`src/rtl/fetch_stage.sv`:
```
// Instruction-fetch stage: PC, imem req/ready handshake, IF/ID register and a one-word hold buffer.
// Optional FETCH_REDIRECT_CNT_EN adds a saturating 16-bit redirect counter output.
module fetch_stage #(
  parameter logic [31:0] RESET_PC = 32'h0000_0000
) (
  input  logic        clk,
  input  logic        rst_n,
  input  logic        stall,
  input  logic        branch_taken,
  input  logic [31:0] branch_target,
  input  logic        jump,
  input  logic [25:0] jump_index,
  output logic        imem_req,
  output logic [31:0] imem_addr,
  input  logic        imem_ready,
  input  logic [31:0] imem_rdata,
  output logic [31:0] if_instr,
  output logic [31:0] if_pc_plus4,
  output logic        if_valid,
  output logic [5:0]  opcode
`ifdef FETCH_REDIRECT_CNT_EN
  ,
  output logic [15:0] redirect_cnt
`endif
);

  typedef enum logic [1:0] {FETCH, WAIT, HOLD, DROP} state_t;

  state_t      state_reg;
  logic [31:0] pc_reg;
  logic [31:0] hold_buf_reg;
  logic [31:0] redir_pc_reg;
  logic [31:0] pc_plus4;
  logic [31:0] target;
  logic        redirect;
  logic        accept;

  assign redirect  = branch_taken | jump;
  assign target    = branch_taken ? branch_target : {if_pc_plus4[31:28], jump_index, 2'b00};
  assign pc_plus4  = pc_reg + 32'd4;
  assign imem_addr = pc_reg;
  assign accept    = imem_req & imem_ready;
  assign opcode    = if_instr[31:26];

  // Outstanding requests (WAIT/DROP) must keep req high until ready.
  always_comb begin
    imem_req = 1'b0;
    case (state_reg)
      FETCH:      imem_req = !stall;
      WAIT, DROP: imem_req = 1'b1;
      default:    imem_req = 1'b0;
    endcase
  end

  always_ff @(posedge clk) begin
    if (!rst_n) begin
      state_reg    <= FETCH;
      pc_reg       <= RESET_PC;
      hold_buf_reg <= 32'd0;
      redir_pc_reg <= 32'd0;
      if_instr     <= 32'd0;
      if_pc_plus4  <= 32'd0;
      if_valid     <= 1'b0;
    end else begin
      if (redirect) begin
        if_valid <= 1'b0;
        if_instr <= 32'd0;
      end
      case (state_reg)
        FETCH: begin
          if (redirect) begin
            if (imem_req && !imem_ready) begin
              redir_pc_reg <= target;
              state_reg    <= DROP;
            end else begin
              pc_reg <= target;
            end
          end else if (accept) begin
            if_instr    <= imem_rdata;
            if_pc_plus4 <= pc_plus4;
            if_valid    <= 1'b1;
            pc_reg      <= pc_plus4;
          end else if (imem_req) begin
            if_valid  <= 1'b0;
            state_reg <= WAIT;
          end
        end
        WAIT: begin
          if (redirect) begin
            if (imem_ready) begin
              pc_reg    <= target;
              state_reg <= FETCH;
            end else begin
              redir_pc_reg <= target;
              state_reg    <= DROP;
            end
          end else if (imem_ready) begin
            pc_reg <= pc_plus4;
            if (stall) begin
              hold_buf_reg <= imem_rdata;
              state_reg    <= HOLD;
            end else begin
              if_instr    <= imem_rdata;
              if_pc_plus4 <= pc_plus4;
              if_valid    <= 1'b1;
              state_reg   <= FETCH;
            end
          end else if (!stall) begin
            if_valid <= 1'b0;
          end
        end
        HOLD: begin
          if (redirect) begin
            pc_reg    <= target;
            state_reg <= FETCH;
          end else if (!stall) begin
            // pc already advanced past the held word, so it is that word's PC+4.
            if_instr    <= hold_buf_reg;
            if_pc_plus4 <= pc_reg;
            if_valid    <= 1'b1;
            state_reg   <= FETCH;
          end
        end
        DROP: begin
          if (imem_ready) begin
            pc_reg    <= redirect ? target : redir_pc_reg;
            state_reg <= FETCH;
          end else if (redirect) begin
            redir_pc_reg <= target;
          end
        end
        default: state_reg <= FETCH;
      endcase
    end
  end

`ifdef FETCH_REDIRECT_CNT_EN
  always_ff @(posedge clk) begin
    if (!rst_n) begin
      redirect_cnt <= 16'd0;
    end else if (redirect && (redirect_cnt != 16'hFFFF)) begin
      redirect_cnt <= redirect_cnt + 16'd1;
    end
  end
`endif

endmodule

```
`config.mk`:
```
export PLATFORM = sky130hd
export DESIGN_NAME = fetch_stage
export DESIGN_NICKNAME = d
export VERILOG_FILES = /design/src/rtl/fetch_stage.sv
export SDC_FILE = /design/constraint.sdc
export NUM_CORES = 1
export LEC_CHECK = 0
export ABC_AREA = 1
export CAP_MARGIN = 20
export CELL_PAD_IN_SITES_DETAIL_PLACEMENT = 1
export CELL_PAD_IN_SITES_GLOBAL_PLACEMENT = 2
export CORE_MARGIN = 2
export CORE_UTILIZATION = 25
export CTS_BUF_LIST = sky130_fd_sc_hd__clkbuf_4 sky130_fd_sc_hd__clkbuf_8
export DETAILED_ROUTE_END_ITERATION = 10
export MAX_ROUTING_LAYER = met4
export PLACE_DENSITY_LB_ADDON = 0.1
export SYNTH_ARGS = -nofsm -noshare
export SYNTH_HDL_FRONTEND = slang
export SYNTH_SLANG_ARGS = --single-unit
export TNS_END_PERCENT = 100
```
`constraint.sdc`:
```
create_clock -name clk -period 1.7 [get_ports clk]
set_input_delay 0.51 -clock clk [delete_from_list [all_inputs] [get_ports clk]]
set_output_delay 0.51 -clock clk [all_outputs]
set_load 0.01 [all_outputs]
```
==> reports/summary.txt, run 1 <==
status: complete, but fails checks
failing checks: setup timing
CTS Buf Count: 17
#FFs+latches synth: 163
Post-Syn Instances: 1793
GRT Residual Overflow: 0
total negative slack: -46.05 ns
Antenna Cells: 0
dpl cell area: 0.01439 mm²
I/O pin count: 200
Die Ht: 209.2 µm
critical path cell sequence: buf_6 -> ha_4 -> nor2_4 -> o21ai_2 -> nand2_2 -> inv_2 -> buf_6 -> a31oi_4 -> nand2_8 -> buf_12 -> clkbuf_16 -> nand2_2 -> nand2_1 -> nor2_1
Routed Antenna Nets: 0
Tmin final: 2.179 ns
clk buf depth: 2
Bufs and invs on worst path: 5
die span in x: 209.2 µm
Rows: 75
Slew HR: 0.7103
number of antenna violations at the first check in global routing: 0
clock transition at the registers of the reported paths: 0.09 ns
CTS sink count: 163
placer's final routability congestion estimate: 0.8187
syn nets: 1895
synthesized area: 0.01053 mm²
I/O Buffers: 199
1st-iter DRT viols: 638
Setup WS post-layout: -0.4793 ns
via density per instance: 4.959
Critical Path Max Stage Delay: 0.38 ns
via count: 13390
classification of the worst-slack hold path: input pin to flop
area growth from synthesis to layout: 63.69%
Die ar.: 0.04378 mm²
Yosys top cell area share: 0.3098
Setup-failing EPs final: 140
core area: 0.04176 mm²
RSZ-0062 raised after global routing: true
root buf cell: clkbuf_8
PwrDens: 1689 mW/mm²
largest net degree at the start of global routing: 64
layout net count: 2250
share of layout cells above drive strength 1: 0.3309
Final Hold Viols: 0
maximum capacitance violations: 0
Required @ worst endpoint: 2.16 ns
Post-DP HPWL: 33520 µm
critical path peak fanout: 6
Post-synth ARST share: 0
Static Leak: 7.413 nW
startpoint class of the critical path: flop
worst skew pair latency: 0.53 ns
Tcrit/Tclk final: 1.282
area leader, netlist: dfxtp_1
final wirelength: 53810 µm
vias in the first global route: 13870
crit-path leading delay family: buffers and inverters
Critical Path Sink Type: flop
Mean Syn Cell Area: 5.874 µm²
Max VDD drop: 0.001009 V
Ys Warns: 0
crit path kind: flop to flop
Routed WL per cell: 19.93 µm
CTS H-Tree Depth: 4
top post-synthesis cells by area: dfxtp_1, nand2_1, o21ai_0, a21oi_1, nor2_1
register area share after synthesis: 0.3098
CTS tree: done
Yosys cell types: 40
DR pass1 iterations: 5
number of remaining DRC errors: 0
Finished Cell Area: 0.01724 mm²
number of synthesized flops with an enable pin: 0
count leader, synth: nand2_1
Synth Flop Type: dfxtp_1
Max Slew Vio Count: 0
Worst-Margin Slew: 0.4346 ns
Max stage delay cell, worst path: dfxtp_4
Max Freq: 0.4589 GHz
first-pass GRT wire length: 81090 µm
GRT Total Usage: 0.2489
crit path DAT: 2.64 ns
Hold WS: 0.2927 ns
Starting Density: 0.2522
clk_skew: 0.01030 ns
CTS hold repair buffers: 0
most common library cells after synthesis: nand2_1, nor2_1, o21ai_0
placed cells by master, fill, tap and decap left out, types with 14 or more instances in the layout:
master	n
nor2_4	25
o21ai_2	42
inv_1	126
nor2_1	186
nand2_2	46
dfxtp_2	54
nand3_1	40
clkdlybuf4s15_1	34
nor2_2	19
dfxtp_1	87
dfxtp_4	22
o21ai_0	153
buf_4	176
clkdlybuf4s15_2	14
buf_16	18
a21oi_1	107
clkbuf_2	21
nand2_4	33
buf_12	30
o2bb2ai_1	15
buf_2	25
clkbuf_8	19
nand2_1	503
clkdlybuf4s50_1	93
o21ai_1	47
a21oi_2	61
buf_6	35
layout make-up:
type	instances	area, µm²
repair inverters	1	11.26
fillers	5205	24520
repair buffers	458	4705
well taps	539	674.4
clock buffers	19	261.5
multi-input cells	1368	7432
inverters	139	559.3
clock inverters	13	182.7
flip-flops and latches	163	3413
worst paths after layout:
kind	startpoint	slack [ns]	depth (start not counted)	to
min reg2reg	hold_buf_reg[15]	0.46	2	hold_buf_reg[15]
max reg2reg	state_reg[0]	-0.48	14	imem_addr[5]
min	rst_n	0.29	3	state_reg[0]
max	state_reg[0]	-0.48	14	imem_addr[5]
tightest hold or removal path: stages:
cell and delay, ns:
buf_4 0.16, o21ai_2 0.07, a21oi_1 0.04
cells by family (layout without fill, tap and decap cells):
family          count (synthesis)  after routing  share of synthesized area
simple gates                  874            874                     0.3241
compound gates                474            474                     0.2424
buf+inv                       262            630                     0.1049
flops                         163            163                     0.3098
xor+xnor                       14             14                    0.01164
fa+ha+maj                       6              6                   0.007128
per-stage QoR:
stage | std cells | total power, mW | util | setup slack (ns)
6_report | 2700 | 29.12 | 0.4128 | -0.4793
5_1_grt | 2700 | 31.01 | 0.4128 | -0.5443
4_1_cts | 2681 | 26.37 | 0.3870 | -0.3928
3_5_place_dp | 2595 | 19.25 | 0.3445 | -0.6506
3_3_place_gp | 2595 | 19.03 | 0.3445 | -0.6475
2_1_floorplan | 1793 | 12.79 | - | -0.1225
routing by layer:
metal | GRT usage | share of wire | wire length (µm) | vias up
met5 | - | 0 | 0 | -
met4 | 0.05394 | 0.016 | 841 | 0
met2 | 0.4041 | 0.48 | 25560 | 215
met1 | 0.3283 | 0.48 | 25930 | 6636
li1 | - | - | - | 6493
met3 | 0.03592 | 0.027 | 1475 | 46
power breakdown:
| group | leakage, nW | switching [mW] | total, mW | internal (mW) |
|---|---|---|---|---|
| Combinational | 5.83 | 11.0 | 19.6 | 8.63 |
| Clock | 0.214 | 1.70 | 3.37 | 1.67 |
| Sequential | 1.37 | 0.922 | 6.15 | 5.23 |
repair_timing:
action                     4_1_cts  5_1_grt
setup endpoints to repair      236      224
cloned                          18        7
setup buffers                   39       24
pin swaps                       20       77
resized for setup              535      342
(Power assumes the default switching activity.)
==> run 2, diff against run 1 <==
--- a/config.mk
+++ b/config.mk
@@ -13,6 +13,7 @@
 export CORE_UTILIZATION = 25
 export CTS_BUF_LIST = sky130_fd_sc_hd__clkbuf_4 sky130_fd_sc_hd__clkbuf_8
 export DETAILED_ROUTE_END_ITERATION = 10
+export GPL_ROUTABILITY_DRIVEN = 0
 export MAX_ROUTING_LAYER = met4
 export PLACE_DENSITY_LB_ADDON = 0.1
 export SYNTH_ARGS = -nofsm -noshare
==> results of run 2 <==
Final layout, timing and power as in run 1 (identical DEF).
